`config.mk`:
```
export PLATFORM = sky130hd
export DESIGN_NAME = ctrl_pipe_chain
export DESIGN_NICKNAME = d
export VERILOG_FILES = /design/src/rtl/ctrl_pipe_pkg.sv /design/src/rtl/ctrl_pipe_slot.sv /design/src/rtl/ctrl_pipe_chain.sv
export SDC_FILE = /design/constraint.sdc
export NUM_CORES = 1
export LEC_CHECK = 0
export CORE_MARGIN = 10
export CORE_UTILIZATION = 40
export DETAILED_ROUTE_END_ITERATION = 10
export GPL_ROUTABILITY_DRIVEN = 0
export PLACE_DENSITY = 0.83
export SYNTH_ARGS = -nofsm -noshare
export SYNTH_HDL_FRONTEND = slang
export SYNTH_SLANG_ARGS = --single-unit
```
`constraint.sdc`:
```
create_clock -name CLK -period 1.68 [get_ports CLK]
set_clock_uncertainty 0.2 [all_clocks]
set_input_delay 0.42 -clock CLK [delete_from_list [all_inputs] [get_ports CLK]]
set_output_delay 0.42 -clock CLK [all_outputs]
set_load 0.01 [all_outputs]
```
`src/rtl/ctrl_pipe_pkg.sv`:
```
// ctrl_pipe_pkg: shared flag layout and limits for the control-bundle pipeline chain.
package ctrl_pipe_pkg;
   typedef struct packed {
      logic force_jump;
      logic branch;
      logic mem_write;
      logic mem_read;
   } ctrl_flags_t;
   localparam int FLAG_FORCE_JUMP = 3;
   localparam int FLAG_BRANCH     = 2;
   localparam int FLAG_MEM_WRITE  = 1;
   localparam int FLAG_MEM_READ   = 0;
   localparam int MAX_STAGES      = 4;
endpackage

```
`src/rtl/ctrl_pipe_slot.sv`:
```
// ctrl_pipe_slot: one pipeline register stage; flush beats hold, and any non-loaded slot is zeroed.
module ctrl_pipe_slot #(
   parameter int W = 41
) (
   input  logic         CLK,
   input  logic         RESET_N,
   input  logic         flush,
   input  logic         hold,
   input  logic         load_valid,
   input  logic [W-1:0] load_bundle,
   output logic         valid,
   output logic [W-1:0] bundle
);
   always_ff @(posedge CLK or negedge RESET_N)
      if (!RESET_N) begin
         valid  <= 1'b0;
         bundle <= '0;
      end else if (flush) begin
         valid  <= 1'b0;
         bundle <= '0;
      end else if (!hold) begin
         valid  <= load_valid;
         bundle <= load_valid ? load_bundle : '0;
      end
endmodule

```
`src/rtl/ctrl_pipe_chain.sv`:
```
// ctrl_pipe_chain: STAGES-deep control-bundle pipeline with bubble-collapsing hold chain.
// Optional saturating perf counters are built when CTRL_PIPE_PERF_EN is defined.
module ctrl_pipe_chain
   import ctrl_pipe_pkg::*;
#(
   parameter int XLEN   = 32,
   parameter int FUNC_W = 5,
   parameter int STAGES = 2,
   parameter int CNT_W  = 16
) (
   input  logic                     CLK,
   input  logic                     RESET_N,
   input  logic                     in_valid,
   output logic                     in_ready,
   input  logic [XLEN-1:0]          in_jump_pc,
   input  logic [FUNC_W-1:0]        in_func,
   input  logic [3:0]               in_flags,
   input  logic [STAGES-1:0]        stall,
   input  logic [STAGES-1:0]        flush,
   output logic [STAGES-1:0]        st_valid,
   output logic [STAGES*XLEN-1:0]   st_jump_pc,
   output logic [STAGES*FUNC_W-1:0] st_func,
   output logic [STAGES*4-1:0]      st_flags,
   output logic [CNT_W-1:0]         perf_stall_cnt,
   output logic [CNT_W-1:0]         perf_bubble_cnt
);
   localparam int BW = XLEN + FUNC_W + 4;
   logic [STAGES:0] hold;
   logic [STAGES-1:0][BW-1:0] bun;
   ctrl_flags_t in_fl;
   assign in_fl = in_flags;
   assign hold[STAGES] = 1'b0;
   assign in_ready = ~hold[0];
   genvar k;
   for (k = 0; k < STAGES; k++) begin : g_st
      logic          lv;
      logic [BW-1:0] lb;
      // an empty stage never holds, so bubbles are squeezed out
      assign hold[k] = st_valid[k] & (stall[k] | hold[k+1]);
      if (k == 0) begin : g_src_in
         assign lv = in_valid;
         assign lb = {in_jump_pc, in_func, in_fl};
      end else begin : g_src_st
         assign lv = st_valid[k-1] & ~hold[k-1];
         assign lb = bun[k-1];
      end
      ctrl_pipe_slot #(.W(BW)) u_slot (
         .CLK        (CLK),
         .RESET_N    (RESET_N),
         .flush      (flush[k]),
         .hold       (hold[k]),
         .load_valid (lv),
         .load_bundle(lb),
         .valid      (st_valid[k]),
         .bundle     (bun[k])
      );
      assign st_jump_pc[k*XLEN +: XLEN]   = bun[k][BW-1 -: XLEN];
      assign st_func[k*FUNC_W +: FUNC_W]  = bun[k][4 +: FUNC_W];
      assign st_flags[k*4 +: 4]           = bun[k][3:0];
   end
`ifdef CTRL_PIPE_PERF_EN
   always_ff @(posedge CLK or negedge RESET_N)
      if (!RESET_N) begin
         perf_stall_cnt  <= '0;
         perf_bubble_cnt <= '0;
      end else begin
         if (in_valid && !in_ready && !(&perf_stall_cnt)) perf_stall_cnt <= perf_stall_cnt + CNT_W'(1);
         if (!st_valid[STAGES-1] && !(&perf_bubble_cnt)) perf_bubble_cnt <= perf_bubble_cnt + CNT_W'(1);
      end
`else
   assign perf_stall_cnt  = '0;
   assign perf_bubble_cnt = '0;
`endif
endmodule

```
**After elaboration in Yosys (flattened, before gate mapping)**

Cells that the tools add are included.

- Mux-type cells: 10
- Equal/unequal tests: 2
- Bitwise logic cells: 5

Operator list:

| cell | number |
|---|---|
| $mux 41 | 6 |
| $mux 1 | 4 |
| $ne 2x2->1 const B | 2 |
| $and 1x1->1 | 3 |
| $not 1->1 | 1 |
| $or 1x1->1 | 1 |

- Bits in registers: 84
- Bits of input ports: 48
- Word-level logic and storage cells: 21
- Output and inout bits: 117

**Longest topological paths before layout**

Gate-level depths: netlist of the first run.

- Depth in word-level cells: 8
- Depth in mapped cells: 5
- Depth with buffers taken out: 3

**Hierarchy**

From an unflattened synthesis of the first run, not the netlist that was laid out.

- Cells, all modules: 242
- Area, all modules: 3510.9 µm²

By module, submodules not included:

| module | sequential area each (µm²) | area each (µm²) | cells an instance | times used |
|---|---|---|---|---|
| ctrl_pipe_slot | 1051.0 | 1614.0 | 102 | 2 |
| ctrl_pipe_chain | 0.0 | 282.8 | 38 | 1 |

**Least setup slack after synthesis of the first run**

OpenSTA, ideal clock, no wires.

- Path type: input port to flip-flop
- Start: input port stall[1]
- End: register g_st[0].u_slot.bundle[0]
- Setup time: 121 ps
- Data arrival time: 1264 ps
- Buffers on the path: 2
- Data required time: 1359 ps
- Stages on the path: 5
- Path slack: 95 ps
- Cells stage by stage: a21o_4 > and3b_1 > buf_6 > buf_6 > a22o_1

- Word-level cells in the longest chain between the ends: 4

Ends and longest elaborated chain:

| what | RTL line | RTL |
|---|---|---|
| start, declared | ctrl_pipe_chain.sv:18 | `input logic [STAGES-1:0] stall,` |
| $and 1x1->1 | ctrl_pipe_chain.sv:39 | `assign hold[k] = st_valid[k] & (stall[k] \| hold[k+1]);` |
| $or 1x1->1 | ctrl_pipe_chain.sv:39 |  |
| $and 1x1->1 | ctrl_pipe_chain.sv:39 |  |
| $ne 2x2->1 (no line) | n/a |  |
| end signal, assigned | ctrl_pipe_slot.sv:23 | `bundle <= load_valid ? load_bundle : '0;` |
| end, declared | ctrl_pipe_slot.sv:12 | `output logic [W-1:0] bundle` |

No other way between the ends.
A chain may end at the register's enable or synchronous reset.

**Worst setup path after layout of the first run**

- Start: register g_st[1].u_slot.valid
- End: register g_st[0].u_slot.bundle[21]

- Word-level cells in the longest chain between the ends: 4

Ends and longest elaborated chain:

| what | RTL line | RTL |
|---|---|---|
| start, declared | ctrl_pipe_slot.sv:11 | `output logic valid,` |
| start signal, assigned | ctrl_pipe_slot.sv:22 | `valid <= load_valid;` |
| $and 1x1->1 | ctrl_pipe_chain.sv:39 |  |
| $or 1x1->1 | ctrl_pipe_chain.sv:39 |  |
| $and 1x1->1 | ctrl_pipe_chain.sv:39 |  |
| $ne 2x2->1 (no line) | n/a |  |

No other way between the ends.

==> results of run 1 <==
## layout by cell type, fill, tap and decap left out, drive strengths merged
master	netlist	layout
a21o	1	1
a21oi	2	2
a22o	82	82
and3b	1	1
buf	47	70
bufinv	0	2
clkbuf	4	24
clkdlybuf4s15	0	63
clkdlybuf4s50	0	44
clkinv	0	1
clkinvlp	0	1
conb	1	32
dfrtp	84	84
dlygate4sd2	0	16
dlygate4sd3	0	1
nand2	2	2
nand2b	1	1
nor2	2	2
nor3b	1	1
or2	1	1
## cells by family (layout without fill, tap and decap cells)
logic type             after synthesis  count (layout)  synth area share [%]
buffers and inverters               51             222                  11.9
AND/OR/NAND/NOR                      8               8                  1.67
flip-flops                          84              84                  63.7
AO/OA/AOI/OAI                       85              85                  22.6
other                                1              32                 0.114
## worst register-to-register path: stages, from the launching register on
cell and delay [ps]:
dfrtp_1 410, a21o_4 220, buf_6 110, buf_6 120, buf_12 120, a21oi_4 170, buf_6 160, buf_12 130
a22o_1 140
## registers in the layout, summed over array words and instances (netlist names)
register,count
g_st.u_slot.bundle,82
g_st.u_slot.valid,2
## final timing paths
path	cells after the start	end	slack, ps
hold reg to reg	1	g_st[1].u_slot.bundle[34]	310
setup reg to reg	8	g_st[0].u_slot.bundle[21]	-160
hold / removal	1	g_st[1].u_slot.bundle[34]	310
max in group asynchronous	3	g_st[1].u_slot.bundle[33]	480
min in group asynchronous	3	g_st[1].u_slot.bundle[26]	400
setup / recovery	8	g_st[0].u_slot.bundle[21]	-160
## power breakdown
part	total (mW)	leakage [nW]	internal, mW	switching [mW]
Combinational	0.611	1.52	0.336	0.275
Clock	1.58	0.107	0.877	0.701
Sequential	2.11	1.15	2.07	0.0382
Total	4.30	2.78	3.29	1.01
## synth_stat cells
library cell / number / area [µm²]
a21oi_2: 1 / 8.76
conb_1: 1 / 3.75
buf_6: 9 / 101
or2_2: 1 / 6.26
nor3b_4: 1 / 18.8
buf_2: 4 / 20.0
and3b_1: 1 / 8.76
nor2_1: 2 / 7.51
nand2b_1: 1 / 6.26
nand2_1: 2 / 7.51
a21oi_1: 1 / 5.00
dfrtp_1: 84 / 2100
a22o_1: 82 / 718
clkbuf_1: 4 / 15.0
buf_4: 34 / 255
a21o_4: 1 / 15.0
## layout make-up
class,instances,share of cell area (%)
repair buffers,206,38.6
clock inverters,4,1.32
flip-flops and latches,84,38.1
multi-input cells,125,17.0
well taps,105,2.38
clock buffers,12,2.63
## routing by layer
metal | GRT usage [%] | share of wire, %
met1 | 18.2 | 39
met2 | 27.8 | 52
met3 | 6.22 | 7.4
met4 | 5.47 | 1.5
met5 | 0 | 0
## through the flow
stage	util (%)	total power, mW	instances
floorplan	-	2.37	260
global placement	57.2	2.62	456
detailed placement	57.2	2.63	456
CTS	62.5	4.22	499
global route	67.8	4.48	536
finish	67.8	4.30	536
## what timing repair did
item	in CTS	in global routing
gates resized for setup	109	77
buffers inserted	21	30
hold buffers	1	0
cloned	5	10
hold endpoints to repair	84	0
pin swaps	13	13
endpoints found under the setup margin	168	159
==> flow_metrics.env, run 1 <==
export IMPL_outcome="finished with violations"
export IMPL_failed_checks="negative setup slack"
export IMPL_path_cells="a21o_4 > buf_6 > buf_6 > buf_12 > a21oi_4 > buf_6 > buf_12 > a22o_1"
export IMPL_num_rows=33
export IMPL_nets=474
export IMPL_crit_path_frequent_cell="buf_6"
export IMPL_grt_start_max_net_pins=85
export IMPL_fin_crit_sh_pct=109
export IMPL_synth_warnings=0
export IMPL_worstSkewPairLatency_ps=350
export IMPL_core_area_um2=8130
export IMPL_cts_buffer_depth=2
export IMPL_routed_via_count=2751
export IMPL_setup_viol=85
export IMPL_drt_iter0_markers=138
export IMPL_synth_seq_area_share_pct=63.7
export IMPL_multiInputGateArea_um2=938
export IMPL_ant_nets=0
export IMPL_p_per_area_nw_per_um2=779
export IMPL_crit_buf_inv=5
export IMPL_start_util_pct=40.6
export IMPL_setup_tns_ps=-9760
export IMPL_crit_path_max_incr_delay_ps=410
export IMPL_clock_sinks=84
export IMPL_cp_required_ps=1760
export IMPL_antenna_found_initial=0
export IMPL_regArea_um2=2100
export IMPL_rsz0062_at_grt="true"
export IMPL_crit_path_top_delay_cell="dfrtp_1"
export IMPL_worst_slack_ps=-158
export IMPL_hold_viol_final=0
export IMPL_syn_area_um2=3300
export IMPL_fmax_mhz=544
export IMPL_path_clk_slew_ps=80
export IMPL_p_leak_nw=2.78
export IMPL_detail_route_wl_per_cell_um=22.1
export IMPL_cts_root_buffer="clkbuf_8"
export IMPL_remaining_drc_errors=0
export IMPL_drive_above_1_share_pct=23.7
export IMPL_routed_wirelength_um=11800
export IMPL_fillers=577
export IMPL_whs_ps=309
export IMPL_hold_path_startpoint="g_st[1].u_slot.bundle[34]"
export IMPL_grt_pass1_vias=2756
export IMPL_drtPass1Iterations=4
export IMPL_overflow=0
export IMPL_syn_to_final_growth_pct=67.2
export IMPL_postLayoutCellArea_um2=5520
export IMPL_grt_pass1_wl_um=16100
export IMPL_dpl_hpwl_um=6590
export IMPL_die_h_um=111
export IMPL_drv_cap=0
export IMPL_synthDistinctLibCells=16
export IMPL_dieArea_um2=12300
export IMPL_peakVddDrop_v=0.000417
export IMPL_diodes=0
export IMPL_path_class="reg -> reg"
export IMPL_slew_violations=0
export IMPL_vias_per_cell=5.13
export IMPL_worst_endpoint_arrival_ps=1920
export IMPL_avgSynthCellArea_um2=14.4
export IMPL_h_tree_depth=3
export IMPL_cts_tree="built"
export IMPL_path_max_fanout=10
export IMPL_track_usage_pct=16.3
export IMPL_ios=165
export IMPL_rr_startpoint="g_st[1].u_slot.valid"
export IMPL_cts_made_buffers=9
export IMPL_ys_ff_latch=84
export IMPL_io_buffers=132
export IMPL_end_kind="flop"
export IMPL_crit_family="buffers and inverters"
export IMPL_hold_path_class="reg -> reg"
export IMPL_place_area_um2=4650
export IMPL_worstSetupStartpointType="flop"
export IMPL_fp_dieW_um=111
export IMPL_setup_worst_path_start="g_st[1].u_slot.valid"
export IMPL_preCtsSetupSlack_ps=-614
export IMPL_post_route_min_period_ps=1840
export IMPL_synth_cells=229
(Power assumes the default switching activity.)
==> run 2, diff against run 1 <==
--- a/config.mk
+++ b/config.mk
@@ -9,6 +9,7 @@
 export CORE_UTILIZATION = 40
 export DETAILED_ROUTE_END_ITERATION = 10
 export GPL_ROUTABILITY_DRIVEN = 0
+export MAX_ROUTING_LAYER = met4
 export PLACE_DENSITY = 0.83
 export SYNTH_ARGS = -nofsm -noshare
 export SYNTH_HDL_FRONTEND = slang
==> run 2 against run 1 <==
Wire length decreased by 0.21%. Sequential share of layout area down 0.28 points. Non-clock buffer count increased by 2. Largest cell class unchanged. The run still ends with negative setup slack left. Clock-buffer cell count stayed put. First-iteration DRC count fell by 22%. Global-route usage rose by 0.41 points. Critical endpoint unchanged. Largest power group unchanged. Power increased by 0.21%.
==> flow_metrics.env, run 2 (synthesis gave the netlist of run 1 again) <==
export IMPL_internal_power_mw=3.29
export IMPL_rsz0062_at_grt="true"
export IMPL_diodes=0
export IMPL_setup_viol=85
export IMPL_comb_power_share_pct=14.4
export IMPL_grt_util_met2_pct=27.8
export IMPL_r2r_end="g_st[0].u_slot.bundle[21]"
export IMPL_hold_path_class="reg -> reg"
export IMPL_ios=165
export IMPL_io_buffers=132
export IMPL_fp_dieW_um=111
export IMPL_grt_start_max_net_pins=85
export IMPL_end_kind="flop"
export IMPL_slew_violations=0
export IMPL_p_seq_share_pct=49.0
export IMPL_h_tree_depth=3
export IMPL_cp_required_ps=1760
export IMPL_num_rows=33
export IMPL_nets=476
export IMPL_core_area_um2=8130
export IMPL_overflow=0
export IMPL_track_usage_pct=16.7
export IMPL_setup_tns_ps=-9820
export IMPL_cts_root_buffer="clkbuf_8"
export IMPL_antenna_found_initial=0
export IMPL_detail_route_wl_per_cell_um=22.0
export IMPL_remaining_drc_errors=0
export IMPL_switchingPower_mw=1.02
export IMPL_worstSkewPairLatency_ps=340
export IMPL_pwr_share_clk_pct=36.6
export IMPL_layout_common_cells="84 x dfrtp_1, 82 x a22o_1, 61 x clkdlybuf4s15_1"
export IMPL_final_common_cell="dfrtp_1"
export IMPL_setup_worst_path_start="g_st[1].u_slot.valid"
export IMPL_largest_register="g_st.u_slot.bundle"
export IMPL_ff2ff_path_depth=8
export IMPL_failed_checks="negative setup slack"
export IMPL_start_util_pct=40.6
export IMPL_drive_above_1_share_pct=23.1
export IMPL_routed_via_count=2710
export IMPL_rr_startpoint="g_st[1].u_slot.valid"
export IMPL_crit_path_end="g_st[0].u_slot.bundle[21]"
export IMPL_postLayoutCellArea_um2=5560
export IMPL_peakVddDrop_v=0.000415
export IMPL_clock_sinks=84
export IMPL_worst_endpoint_arrival_ps=1910
export IMPL_path_class="reg -> reg"
export IMPL_place_area_um2=4650
export IMPL_dieArea_um2=12300
export IMPL_switching_share_pct=23.6
export IMPL_die_h_um=111
export IMPL_met3_usage_pct=4.92
export IMPL_post_route_min_period_ps=1830
export IMPL_grt_pass1_vias=2751
export IMPL_cts_buffer_depth=2
export IMPL_hold_viol_final=0
export IMPL_p_leak_nw=2.81
export IMPL_vias_per_cell=5.04
export IMPL_cts_tree="built"
export IMPL_grt_busiest_layer="met2"
export IMPL_fmax_mhz=547
export IMPL_largest_registers="g_st.u_slot.bundle x82, g_st.u_slot.valid x2"
export IMPL_path_clk_slew_ps=80
export IMPL_path_max_fanout=5
export IMPL_outcome="finished with violations"
export IMPL_dpl_hpwl_um=6590
export IMPL_ant_nets=0
export IMPL_cts_made_buffers=9
export IMPL_routed_wirelength_um=11800
export IMPL_grt_pass1_wl_um=16100
export IMPL_worst_slack_ps=-147
export IMPL_drtPass1Iterations=4
export IMPL_met1_usage_pct=18.8
export IMPL_largest_reg_flops=82
export IMPL_p_per_area_nw_per_um2=775
export IMPL_worstSetupStartpointType="flop"
export IMPL_drv_cap=0
export IMPL_drt_iter0_markers=108
export IMPL_syn_to_final_growth_pct=68.5
export IMPL_hold_path_startpoint="g_st[1].u_slot.bundle[29]"
export IMPL_fin_crit_sh_pct=109
export IMPL_r2r_slack_ps=-150
==> run 2: cell types whose count changed in the layout (fill, tap and decap cells not counted) <==
| cell | change |
|---|---|
| buf_4 | +2 |
| buf_6 | -1 |
| clkbuf_16 | +1 |
| clkbuf_2 | -4 |
| clkdlybuf4s15_1 | -2 |
| dlygate4sd2_1 | +6 |
==> run 2: power by group through the flow <==
stage,Combinational [mW],Sequential (mW),Clock (mW)
3_5_place_dp,0.476,2.16,0
3_3_place_gp,0.466,2.15,0
2_1_floorplan,0.195,2.18,0
6_report,0.620,2.11,1.58
5_1_grt,0.659,2.12,1.70
4_1_cts,0.511,2.11,1.60
==> run 2: how the worst min path moves through the flow <==
stage	slack, ps	cells after the start	to
after floorplan	-80	0	g_st[0].u_slot.bundle[0]
after global placement	280	2	g_st[1].u_slot.bundle[26]
after detailed placement	290	2	g_st[1].u_slot.bundle[26]
after CTS	310	1	g_st[1].u_slot.bundle[32]
after global routing	320	1	g_st[1].u_slot.bundle[13]
final	310	1	g_st[1].u_slot.bundle[29]
==> run 2: layout make-up <==
cell class	instances	area (µm²)
clock buffers	12	145
well taps	105	131
fillers	580	2570
multi-input cells	125	938
flip-flops and latches	84	2100
clock inverters	4	72.6
repair buffers	208	2170
==> run 2: critical path, cell delays in order, from the launching register on <==
cell	delay, ps
dfrtp_1	420
a21o_4	220
buf_6	110
buf_6	120
buf_12	120
a21oi_4	140
buf_6	160
clkbuf_16	150
a22o_1	130
==> run 2: what timing repair did <==
item                                    in CTS  in global routing
gates cloned                                 5                 11
buffers inserted                            21                 31
endpoints found under the setup margin     168                152
hold endpoints to repair                    84                  0
gates resized for setup                    109                 66
hold buffers                                 1                  0
pin swaps                                   13                  9
==> run 2: through the flow <==
stage | std cells | hold slack, ps | setup WS, ps | power, mW | util, %
2_1_floorplan | 260 | -75.6 | 95.0 | 2.37 | -
3_3_place_gp | 456 | 279 | -608 | 2.62 | 57.2
3_5_place_dp | 456 | 287 | -614 | 2.63 | 57.2
4_1_cts | 499 | 308 | -142 | 4.22 | 62.5
5_1_grt | 538 | 319 | -190 | 4.48 | 68.3
6_report | 538 | 308 | -147 | 4.31 | 68.3
==> run 2: layer usage <==
metal	part of all wire, %	vias to the layer above	routed length, µm
li1	-	1195	-
met1	41	1382	4870
met2	52	114	6100
met3	5.8	19	688
met4	1.4	0	170
met5	0	-	0
==> run 3, diff against run 2 <==
--- a/config.mk
+++ b/config.mk
@@ -5,7 +5,6 @@
 export SDC_FILE = /design/constraint.sdc
 export NUM_CORES = 1
 export LEC_CHECK = 0
-export CORE_MARGIN = 10
 export CORE_UTILIZATION = 40
 export DETAILED_ROUTE_END_ITERATION = 10
 export GPL_ROUTABILITY_DRIVEN = 0
==> run 3 against run 2 <==
The run still ends with negative setup slack left. Final area up 2.2%. Worst hold slack worse by 17 ps. Sequential power about the same. Wire length down 16%. Power down 1.7%. Sequential share of layout area down 0.80 points. Combinational power up 2%. Critical path depth down 1. Clock power down 6%. Fmax up 2.0%. Largest cell class unchanged.
==> flow_metrics.env, run 3 (synthesis gave the netlist of run 1 again) <==
export IMPL_detail_route_wl_per_cell_um=18.1
export IMPL_path_cells="a21o_4 > buf_6 > buf_6 > nor3b_4 > buf_6 > buf_12 > a22o_1"
export IMPL_remaining_drc_errors=0
export IMPL_path_max_fanout=16
export IMPL_layout_common_cells="84 x dfrtp_1, 82 x a22o_1, 59 x buf_4"
export IMPL_drive_above_1_share_pct=25.9
export IMPL_die_h_um=92.8
export IMPL_finalNonFillerCells=550
export IMPL_cts_buffer_depth=2
export IMPL_worstSetupStartpointType="flop"
export IMPL_crit_path_max_incr_delay_ps=410
export IMPL_diodes=0
export IMPL_fmax_mhz=558
export IMPL_drtPass1Iterations=4
export IMPL_ant_nets=0
export IMPL_failed_checks="negative setup slack"
export IMPL_worst_slack_ps=-111
export IMPL_core_area_um2=7850
export IMPL_cts_tree="built"
export IMPL_cts_root_buffer="clkbuf_8"
export IMPL_dieArea_um2=8620
export IMPL_antenna_found_initial=0
export IMPL_grt_pass1_vias=2802
export IMPL_nets=491
export IMPL_r2r_end="g_st[1].u_slot.bundle[36]"
export IMPL_cts_made_buffers=9
export IMPL_rsz0062_at_grt="true"
export IMPL_syn_to_final_growth_pct=72.1
export IMPL_vias_per_cell=4.95
export IMPL_drt_iter0_markers=81
export IMPL_fillers=527
export IMPL_fin_crit_sh_pct=107
export IMPL_ios=165
export IMPL_io_buffers=132
export IMPL_worst_endpoint_arrival_ps=1870
export IMPL_h_tree_depth=3
export IMPL_rr_startpoint="g_st[1].u_slot.valid"
export IMPL_cp_required_ps=1750
export IMPL_worstSkewPairLatency_ps=340
export IMPL_grt_pass1_wl_um=15100
export IMPL_place_area_um2=4670
export IMPL_r2r_slack_ps=-110
export IMPL_hold_path_class="in -> async"
export IMPL_path_class="reg -> reg"
export IMPL_routed_via_count=2721
export IMPL_crit_path_top_delay_cell="dfrtp_1"
export IMPL_start_util_pct=42.0
export IMPL_path_clk_slew_ps=90
export IMPL_track_usage_pct=24.0
export IMPL_ff2ff_path_depth=7
export IMPL_setup_tns_ps=-7240
export IMPL_crit_path_frequent_cell="buf_6"
export IMPL_post_route_min_period_ps=1790
export IMPL_largest_registers="g_st.u_slot.bundle x82, g_st.u_slot.valid x2"
export IMPL_preCtsSetupSlack_ps=-663
export IMPL_grt_start_max_net_pins=42
export IMPL_postLayoutCellArea_um2=5680
export IMPL_fp_dieW_um=92.8
export IMPL_routed_wirelength_um=9930
export IMPL_end_kind="flop"
export IMPL_slew_violations=0
export IMPL_final_common_cell="dfrtp_1"
export IMPL_num_rows=32
export IMPL_largest_reg_flops=82
export IMPL_drv_cap=0
export IMPL_dpl_hpwl_um=5660
export IMPL_largest_register="g_st.u_slot.bundle"
export IMPL_outcome="finished with violations"
export IMPL_p_per_area_nw_per_um2=746
export IMPL_dp_cells=459
export IMPL_overflow=0
export IMPL_clock_sinks=84
export IMPL_peakVddDrop_v=0.000555
export IMPL_hold_viol_final=0
export IMPL_p_leak_nw=2.95
export IMPL_setup_viol=84
==> run 3: cell types whose count changed in the layout (fill, tap and decap cells not counted), moves of 7 or more <==
cell	before	now
buf_4	44	59
dlygate4sd2_1	22	37
clkbuf_16	7	0
clkdlybuf4s15_1	61	48
buf_16	2	9
==> run 3: routing by layer <==
layer,routed length (µm),GRT usage (%),vias up,share of wire (%)
met5,0,-,-,0
met1,4120,30.4,1365,41
li1,-,-,1222,-
met2,5160,40.0,127,52
met4,79,6.41,0,0.80
met3,573,4.02,7,5.8
==> run 3: critical path, delay by kind of cell, from the launching register on <==
family                 cells  cell delay (ps)
buffers and inverters      4              530
flip-flops                 1              410
AO/OA/AOI/OAI              2              370
AND/OR/NAND/NOR            1              210
==> run 3: worst max-delay path by stage <==
stage                                 to  depth (start not counted)  slack [ps]                  from
2_1_floorplan   g_st[0].u_slot.bundle[0]                          5         100              stall[1]
3_3_place_gp                    in_ready                          4        -650              stall[1]
3_5_place_dp                    in_ready                          4        -660              stall[1]
4_1_cts                         in_ready                          3        -130  g_st[1].u_slot.valid
5_1_grt        g_st[1].u_slot.bundle[34]                          7        -180  g_st[1].u_slot.valid
6_report       g_st[1].u_slot.bundle[36]                          7        -110  g_st[1].u_slot.valid
==> run 3: per-stage QoR <==
stage          hold WS, ps  total power, mW  utilization (%)
2_1_floorplan        -75.6             2.37                -
3_3_place_gp           106             2.62             59.5
3_5_place_dp           112             2.63             59.5
4_1_cts                281             4.23             69.0
5_1_grt                283             4.42             72.4
6_report               292             4.24             72.4
==> run 3: power by group <==
| part | switching [mW] | internal [mW] |
|---|---|---|
| combinational | 0.272 | 0.363 |
| clock | 0.749 | 0.741 |
| sequential | 0.0375 | 2.07 |
| total | 1.06 | 3.18 |
==> run 3: final cells by class <==
cell class | instances | area (µm²) | area share (%)
well taps | 102 | 128 | 2.25
clock buffers | 10 | 138 | 2.42
repair buffers | 223 | 2300 | 40.4
clock inverters | 6 | 71.3 | 1.26
flip-flops and latches | 84 | 2100 | 37.0
multi-input cells | 125 | 943 | 16.6
==> run 3: timing repair <==
item / 4_1_cts / 5_1_grt
endpoints found under the setup margin: 168 / 144
pin swaps: 27 / 13
buffers inserted: 28 / 37
hold buffers: 1 / 0
hold endpoints to repair: 14 / 0
gates cloned: 13 / 0
gates resized for setup: 130 / 52
